===== src/rtl/pipe_stall_ctrl.sv =====
// pipe_stall_ctrl: merges load-use, multi-cycle EX hold and flush into stall_o/flush_o, with mc_busy_o/mc_done_o status and a saturating stall_cnt_o
module pipe_stall_ctrl #(
  parameter int CNT_W  = 6,
  parameter int PERF_W = 32
) (
  input  logic              clk,
  input  logic              rst,
  input  logic              id_reg1_read,
  input  logic [4:0]        id_reg1_addr,
  input  logic              id_reg2_read,
  input  logic [4:0]        id_reg2_addr,
  input  logic              ex_is_load,
  input  logic              ex_wreg,
  input  logic [4:0]        ex_waddr,
  input  logic              mc_start,
  input  logic [CNT_W-1:0]  mc_cycles,
  input  logic              flush_req,
  output logic [5:0]        stall_o,
  output logic              flush_o,
  output logic              mc_busy_o,
  output logic              mc_done_o,
  output logic [PERF_W-1:0] stall_cnt_o
);
  typedef enum logic [1:0] {IDLE, BUSY, DONE} state_t;
  state_t state, state_n;
  logic [CNT_W-1:0] cnt, cnt_n;
  logic ex_hold, load_use;
  always_comb begin
    ex_hold = (state == IDLE && mc_start && mc_cycles >= CNT_W'(2)) || state == BUSY;
    load_use = ex_is_load && ex_wreg && ex_waddr != 5'd0 &&
               ((id_reg1_read && id_reg1_addr == ex_waddr) || (id_reg2_read && id_reg2_addr == ex_waddr));
    stall_o = (rst || flush_req) ? 6'b000000 : ex_hold ? 6'b001111 : load_use ? 6'b000111 : 6'b000000;
    flush_o = flush_req && !rst;
    mc_busy_o = !rst && state == BUSY;
    mc_done_o = !rst && !flush_req && state == DONE;
  end
  always_comb begin
    state_n = state;
    cnt_n = cnt;
    if (flush_req) begin
      state_n = IDLE;
      cnt_n = '0;
    end else begin
      case (state)
        IDLE: begin
          if (mc_start && mc_cycles >= CNT_W'(3)) begin
            state_n = BUSY;
            cnt_n = mc_cycles - CNT_W'(2);
          end else if (mc_start && mc_cycles == CNT_W'(2)) begin
            state_n = DONE;
          end
        end
        BUSY: begin
          cnt_n = cnt - CNT_W'(1);
          state_n = (cnt == CNT_W'(1)) ? DONE : BUSY;
        end
        DONE: state_n = IDLE;
        default: state_n = IDLE;
      endcase
    end
  end
  always_ff @(posedge clk) begin
    if (rst) begin
      state <= IDLE;
      cnt <= '0;
      stall_cnt_o <= '0;
    end else begin
      state <= state_n;
      cnt <= cnt_n;
      if (|stall_o && !(&stall_cnt_o)) stall_cnt_o <= stall_cnt_o + PERF_W'(1);
    end
  end
endmodule


===== config.mk =====
export PLATFORM = sky130hd
export DESIGN_NAME = pipe_stall_ctrl
export DESIGN_NICKNAME = d
export VERILOG_FILES = /design/src/rtl/pipe_stall_ctrl.sv
export SDC_FILE = /design/constraint.sdc
export NUM_CORES = 1
export LEC_CHECK = 0
export ABC_AREA = 1
export BUFFER_PORTS_ARGS = -buffer_cell sky130_fd_sc_hd__buf_4
export CELL_PAD_IN_SITES_DETAIL_PLACEMENT = 0
export CELL_PAD_IN_SITES_GLOBAL_PLACEMENT = 1
export CORE_UTILIZATION = 40
export CTS_BUF_LIST = sky130_fd_sc_hd__clkbuf_16
export DETAILED_ROUTE_END_ITERATION = 10
export HOLD_SLACK_MARGIN = 0.15
export PLACE_DENSITY = 0.91
export SKIP_LAST_GASP = 1
export SLEW_MARGIN = 20
export SYNTH_ARGS = -nofsm -noshare
export SYNTH_HDL_FRONTEND = slang
export SYNTH_SLANG_ARGS = --single-unit

===== constraint.sdc =====
create_clock -name clk -period 4.78 [get_ports clk]
set_clock_uncertainty 0.15 [all_clocks]
set_input_delay 0.239 -clock clk [delete_from_list [all_inputs] [get_ports clk]]
set_output_delay 0.239 -clock clk [all_outputs]
set_load 0.02 [all_outputs]

==> flow_results.org, run 1 <==
** Route
- First-pass iteration count of the detailed router :: 5
- Routed wire length :: 8.156 mm
- Residual DRC :: 0
- Detailed-route via count :: 3227
- 1st-iter DRT viols :: approximately 180
- Routed wirelength normalized by instance count :: 12.40 um
- In the routed layout, each cell is associated on average with a via count of approximately 4.9.
- In this run the remaining antenna-violating nets after routing total 0.

** Synth
- Combinational family with the most area after synthesis :: simple AND/OR/NAND/NOR gates
- Of the total synthesized cell area, the portion taken by full adders, half adders and majority gates is around 1.7%.
- The synthesized netlist devotes about a tenth of its cell area to compound gates.
- Of the total synthesized cell area, the portion taken by XOR and XNOR cells is approximately 5.8%.
- Counting flops with an async set or reset pin after synthesis yields a share of 0%.
- Number of enable flip-flop cells after synthesis :: 0
- During synthesis, Yosys emitted a total of 0 warnings.
- Multiplexer area fraction after synthesis :: 0%
- Unique cell type count in the Yosys netlist :: 33
- Post-synthesis instance area :: 3010 sq um
- The synthesized design devotes to its leading area cell type 26.60% of total area.
- Total of flip-flops plus latches after synthesis :: 40
- Most numerous cell types in the synthesized netlist :: nand2_1, nor2_1, dfxtp_1
- For this run, the leading register cell type out of synthesis is dfxtp_1.
- Synth Area in Simple Gates :: 47.26%
- Top-count cell post-synth :: nand2_1
- Avg Inst Size Synth :: just over 6 sq um
- Leading area contributor after synthesis :: dfxtp_1
- Leading cell types by total area after synthesis :: dfxtp_1, nand2_1, nor2_1
- Synthesis produced a netlist whose cell count is 497.
- After synthesis, flip-flops and latches occupy about a quarter of the total area.

** GRT
- Antenna violations before repair :: 0
- Largest net degree at the start of global routing :: 37
- Global-route wire length before repair :: 13.63 mm
- Global routing consumed, over all layers together, between 20% and 30% of the routing resources.
- Congestion Overflow GR :: 0
- Number of global-route vias before repair :: 2885

** Floorplan
- 70 I/O pins were placed.
- The die covers between 7000 and 8000 sq um.
- Floorplan Core Area :: 7253 sq um
- Vertical die dimension :: 88.75 um
- Starting density of the core :: between 40% and 50%
- After floorplanning, the core was divided into 31 placement rows.
- The die is 88.75 um wide.

** Worst hold path
- Worst min-delay path category :: in -> reg
- WHS Path Cells :: 5

** Placement
- The number of placed instances, taps included, is 647.
- Final GP Congestion :: 0.8243
- Buffers placed on the I/O ports in this run total 67.
- HPWL after detailed placement :: 6.051 mm

** Clocking
- Clock tree buffer depth :: 2
- Num CTS Buffers :: 5
- TritonCTS clock tree :: yes
- Post-CTS repair changed the size of 0 cells.
- The clock drives 40 sinks.
- In this run, post-CTS hold repair placed 3 buffers.
- The tree is rooted in a clkbuf_16.
- The number of setup buffers added after CTS is 0.
- After clock tree synthesis, the clock-pin slew on the worst setup and hold paths is 60 ps.
- Number of levels the H-tree was split into :: 2
- The clock reaches the later pin of the worst-skew pair after ~280 ps.

** Cells and area
- Final cell count without fillers :: around 660
- Cells with a size suffix above 1 make up 19.32% of the layout.
- The area growth from synthesis to layout is 23.86%.
- 0 antenna diodes ended up in the layout.
- Number of nets in the layout :: approximately 600
- After filler insertion, the fill cell instance count of the layout stands at between 700 and 800.

** Power and ir drop
- In this run the static leakage power is 0.001565 uW.
- In this run the power density over the cells is 221.0 nW/um^2.
- Max rail drop VDD :: around 0.13 mV

** Timing
- Worst slew pin tran :: 709.4 ps
- The count of pins over their slew limit was 0.
- Setup violation total in the final timing report :: 0
- After layout, the worst path uses a little under three fifths of the clock period.
- The number of hold-slack violations in the final timing report is 0.
- Static timing analysis puts the maximum clock frequency at 0.3712 GHz.
- The worst path needs 2694 ps of the cycle, external delays included.
- RSZ-0062 raised after global routing :: no
- Headroom to the max-slew limit came out at 52.54%.
- Final setup TNS :: 0 ps

** Setup path
- At the worst endpoint, the arrival time is 2700 ps.
- Startpoint types :: input port
- The setup path with the least slack is of type in -> reg.
- Along the worst path, the maximum fanout reaches 36.
- Critical path required time :: 4780 ps
- For the worst flop-to-flop path, the logic depth is 9.
- Type of destination of the critical path :: flop

** Run
- Number of max-capacitance violations reported :: 0

** Outcome
- The flow ran to the end, and the final reports show no timing, DRC or antenna violations.
cells in the final DEF (no fill, tap or decap), types with 2 or more instances in the layout:
master         netlist  routed
buf_4                4      67
xor2_1              14      14
nand3_1             38      38
inv_2                2       2
a21oi_2             10      10
nand2_2             12      12
nor3_1               3       3
nand2_1            173     173
nor2_2               3       3
xnor2_1              6       6
o21ai_0              8       8
a21oi_1             31      31
clkbuf_16            0       5
dfxtp_1             40      40
inv_1               36      37
nand3b_1            15      15
ha_1                 4       4
nor2_1              70      70
conb_1               1       2
dlygate4sd3_1        0       3
nand4_1              3       3
nor2_4               2       2
critical path, cell delays in order:
cell and delay, ps:
dlygate4sd3_1 540, buf_4 140, nor2_2 310, nand4_1 140
inv_1 60, nand2_1 60, nand2_2 520, nand2_4 430
nand2_1 170, a21oi_1 70
flip-flops by register name, summed over array words and instances (netlist names):
name / cells
cnt: 6
stall_cnt_o: 32
state: 2
final cells by class:
class	count	area, sq um	area share (%)
inverters	38	142.6	3.826
well taps	99	123.9	3.322
clock inverters	3	38.79	1.040
flip-flops and latches	40	800.8	21.48
multi-input cells	403	1964	52.68
repair buffers	70	533.0	14.30
clock buffers	5	125.1	3.356
path summary, 6_finish.rpt:
kind / startpoint / to / slack, ps
worst max-delay path: flush_req / stall_cnt_o[18] / 2090
worst min-delay path: mc_start / state[0] / 210
worst max register to register: state[0] / stall_cnt_o[18] / 2290
worst min register to register: cnt[1] / cnt[1] / 360
where the power goes:
group          switching (uW)  internal (uW)  total, uW  leakage (uW)
registers                4.42            338        342      0.000323
clock network             133            243        376     0.0000850
logic                    63.8           41.6        105       0.00116
logic make-up after synthesis:
family | Yosys count
other cells | 1
flops | 40
compound gates | 53
simple gates | 324
xor+xnor | 20
buf+inv | 55
fa+ha+maj | 4
layer usage:
metal,GRT usage [%],wire [um],vias up
li1,-,-,1695
met1,31.24,4028,1460
met2,35.66,3760,66
met3,3.451,323,6
met4,4.985,43,0
met5,0,0,-
stage by stage:
step                utilization (%)  area [sq um]  setup WS [ps]  power, uW  hold slack [ps]
detailed placement            48.73          3535           2179      453.6            356.2
finish                        51.41          3729           2086      824.0            212.5
global placement              48.73          3535           2246      451.6            343.4
floorplan                         -          3014           2855      419.5            265.0
global route                  51.41          3729           1837      856.6            234.8
CTS                           51.41          3729           2088      830.6            208.8
Power figures use the tool's default switching activity.
==> inputs of run 2 (changes only) <==
CORE_UTILIZATION = 33   (was 40)
PLACE_DENSITY = 0.81   (was 0.91)
clock period = 2.3 ns   (was 4.78 ns; I/O delays follow)
==> flow_results.org, run 2 (synthesis gave the netlist of run 1 again) <==
** Setup path
- Type of destination of the critical path :: output port
- Endpoint arrival time on the critical path :: 1890 ps (-810 ps)
- The worst setup path is launched from an input port.
- The maximum net fanout on the critical path is 27 (-25%).
- Largest incremental delay on the critical path :: 550 ps (about the same)
- Cells traversed along the worst timing path :: dlygate4sd3_1, buf_4, nor2_1, nand2_1, nor2_1, o21ai_1, nand2_1, nand2_4, buf_12, buf_4
- The critical path is of the in -> out type.
- Slowest cell on the critical path :: dlygate4sd3_1
- The required time at the worst-slack endpoint was 2040 ps (-2740 ps).

** Power and ir drop
- Leakage power :: 0.001671 uW (+6.8%)
- Power per Cell Area :: 445.9 nW/um^2 (+100%)
- Max rail drop VDD :: 0.3325 mV (+150%)

** GRT
- Antenna violations before repair :: 0 (unchanged)
- The pin count of the biggest net entering global routing came to 35 (-5.4%).
- Congestion Overflow GR :: 0 (unchanged)
- Global-route wire length before repair :: 15.08 mm (+11%)
- The aggregate global-route resource usage was 19.22% (-3.0 points).
- The number of global-route vias before repair came to 3164 (+9.7%).

** Cells and area
- Most common cell after layout, fill and taps aside :: nand2_1
- Area growth from synthesis to final layout :: 31.13%
- The number of nets in the layout came to 611 (+3.4%).
- Filler cell count in the final layout :: 919 (+18%)
- The antenna diode count is 0 (unchanged).
- The top cell types in the final layout, fill and taps aside, are nand2_1, buf_4, nor2_1.
- More flip-flops sit in one register than any other, and that register is stall_cnt_o.
- Largest register FFs :: 32 (unchanged)
- Share of layout cells above drive strength 1 :: 21.24% (+1.9 points)
- Post-Route Utilization :: 45.05% (-6.4 points)
- The largest registers in the layout are stall_cnt_o x32, cnt x6, state x2.

** Timing
- Count of final hold-check violations :: 0 (unchanged)
- Based on the critical path, the design can be clocked at up to 0.4651 GHz.
- The total setup violations reported at the end of the flow came to 0 (unchanged).
- Dividing the final minimum period by the clock period gives 93.49%.
- Final setup TNS :: 0 ps (unchanged)
- Minimum period implied by the final worst setup slack :: 2150 ps
- Max-slew violations :: 0 (unchanged)
- RSZ-0062 raised after global routing :: no

** Route
- Routed wirelength normalized by instance count :: 13.11 um (+5.8%)
- The final routed DRC violation total was 0 (unchanged).
- Routed wire length :: 9.008 mm (+10%)
- The via total after detailed routing was 3357 (+4.0%).
- Remaining antenna violation count after routing :: 0 (unchanged)
- The first-pass iteration count of the detailed router was 4 (-1).
- 1st-iter DRT viols :: 160 (-11%)
- The number of vias per cell came to 4.886 (-0.36%).

** Floorplan
- The die span in x came to 97.51 um (+9.9%).
- The overall die height is 97.51 um (+9.9%).
- The placeable core region was 8763 sq um (+21%).
- Number of rows in the core area :: 34 (+9.7%)
- Starting density of the core :: 34.35% (-7.2 points)
- Area of the die :: 9508 sq um (+21%)
- Number of top-level design ports :: 70 (unchanged)

** Clocking
- TritonCTS clock tree :: yes
- Clock slew at the register clock pins of the worst setup and hold paths :: 60 ps (about the same)
- The number of CTS-inserted buffers was 5 (unchanged).
- The later-pin clock latency in the skew report was 280 ps (about the same).
- The sink count of the clock tree came to 40 (unchanged).
- The count of buffers added by post-CTS timing repair for setup is 0 (unchanged).
- The tree is rooted in a clkbuf_16.
- The maximum clock path buffer count is 2 (unchanged).
- The number of H-tree branching levels came to 2 (unchanged).

** Run
- The max-cap check violation count was 0 (unchanged).

** Worst hold path
- Worst min-delay path category :: in -> reg

** Outcome
- The run finished with clean final reports.

** Placement
- Final GP Congestion :: 0.8285 (+0.51%)
- HPWL after detailed placement :: 6.604 mm (+9.1%)
- The port buffer count is 67 (unchanged).
run 2: changes by cell type in the layout (fill, tap and decap cells not counted), sizes merged:
cell,before,now
buf,67,79
clkinvlp,0,1
dlygate4sd3,3,11
inv,39,38
run 2: path summary, 6_finish.rpt:
check / startpoint / to / slack [ps] / cells after the start
setup / recovery: mc_cycles[5] / stall_o[0] / 150 / 10
hold / removal: mc_cycles[1] / cnt[1] / 250 / 6
setup reg to reg: stall_cnt_o[0] / stall_cnt_o[16] / 230 / 8
hold reg to reg: cnt[4] / cnt[4] / 360 / 2
run 2: routing by layer:
layer	routed length, um	track usage (%)
met1	4438	26.40
met5	0	0
met4	85	4.751
met2	4177	31.79
met3	307	2.374
run 2: area by class of cell:
| cell class | instances | area [sq um] | area share [%] |
|---|---|---|---|
| flip-flops and latches | 40 | 800.8 | 20.29 |
| repair buffers | 90 | 715.7 | 18.13 |
| clock buffers | 5 | 125.1 | 3.170 |
| well taps | 108 | 135.1 | 3.423 |
| clock inverters | 3 | 42.54 | 1.078 |
| inverters | 38 | 142.6 | 3.613 |
| multi-input cells | 403 | 1986 | 50.30 |
run 2: metrics by stage:
step | hold slack, ps | area, sq um | instances | setup WS, ps | total power, uW
final | 245.2 | 3948 | 687 | 149.8 | 1760
after global routing | 306.1 | 3948 | 687 | 5.090 | 1835
after CTS | 182.0 | 3916 | 686 | 17.78 | 1764
after detailed placement | 281.6 | 3649 | 668 | 204.5 | 951.8
after global placement | 290.6 | 3649 | 668 | 224.4 | 949.5
after floorplan | 141.0 | 3014 | 498 | 374.7 | 871.8
run 2: timing repair:
item,in CTS,in global routing
hold endpoints to repair,8,1
endpoints found under the setup margin,0,36
hold buffers,10,2
gates resized for setup,0,4
run 2: where the power goes:
part / switching, uW / leakage (uW) / internal (uW)
combinational: 141 / 0.00127 / 103
sequential: 9.15 / 0.000323 / 702
clock: 295 / 0.0000798 / 510
total: 445 / 0.00167 / 1320
run 2: critical path, delay by kind of cell:
family                 cells  cell delay, ps
AOI/OAI and AO/OA          1              60
and+or+nand+nor            5             630
buffers and inverters      4            1060
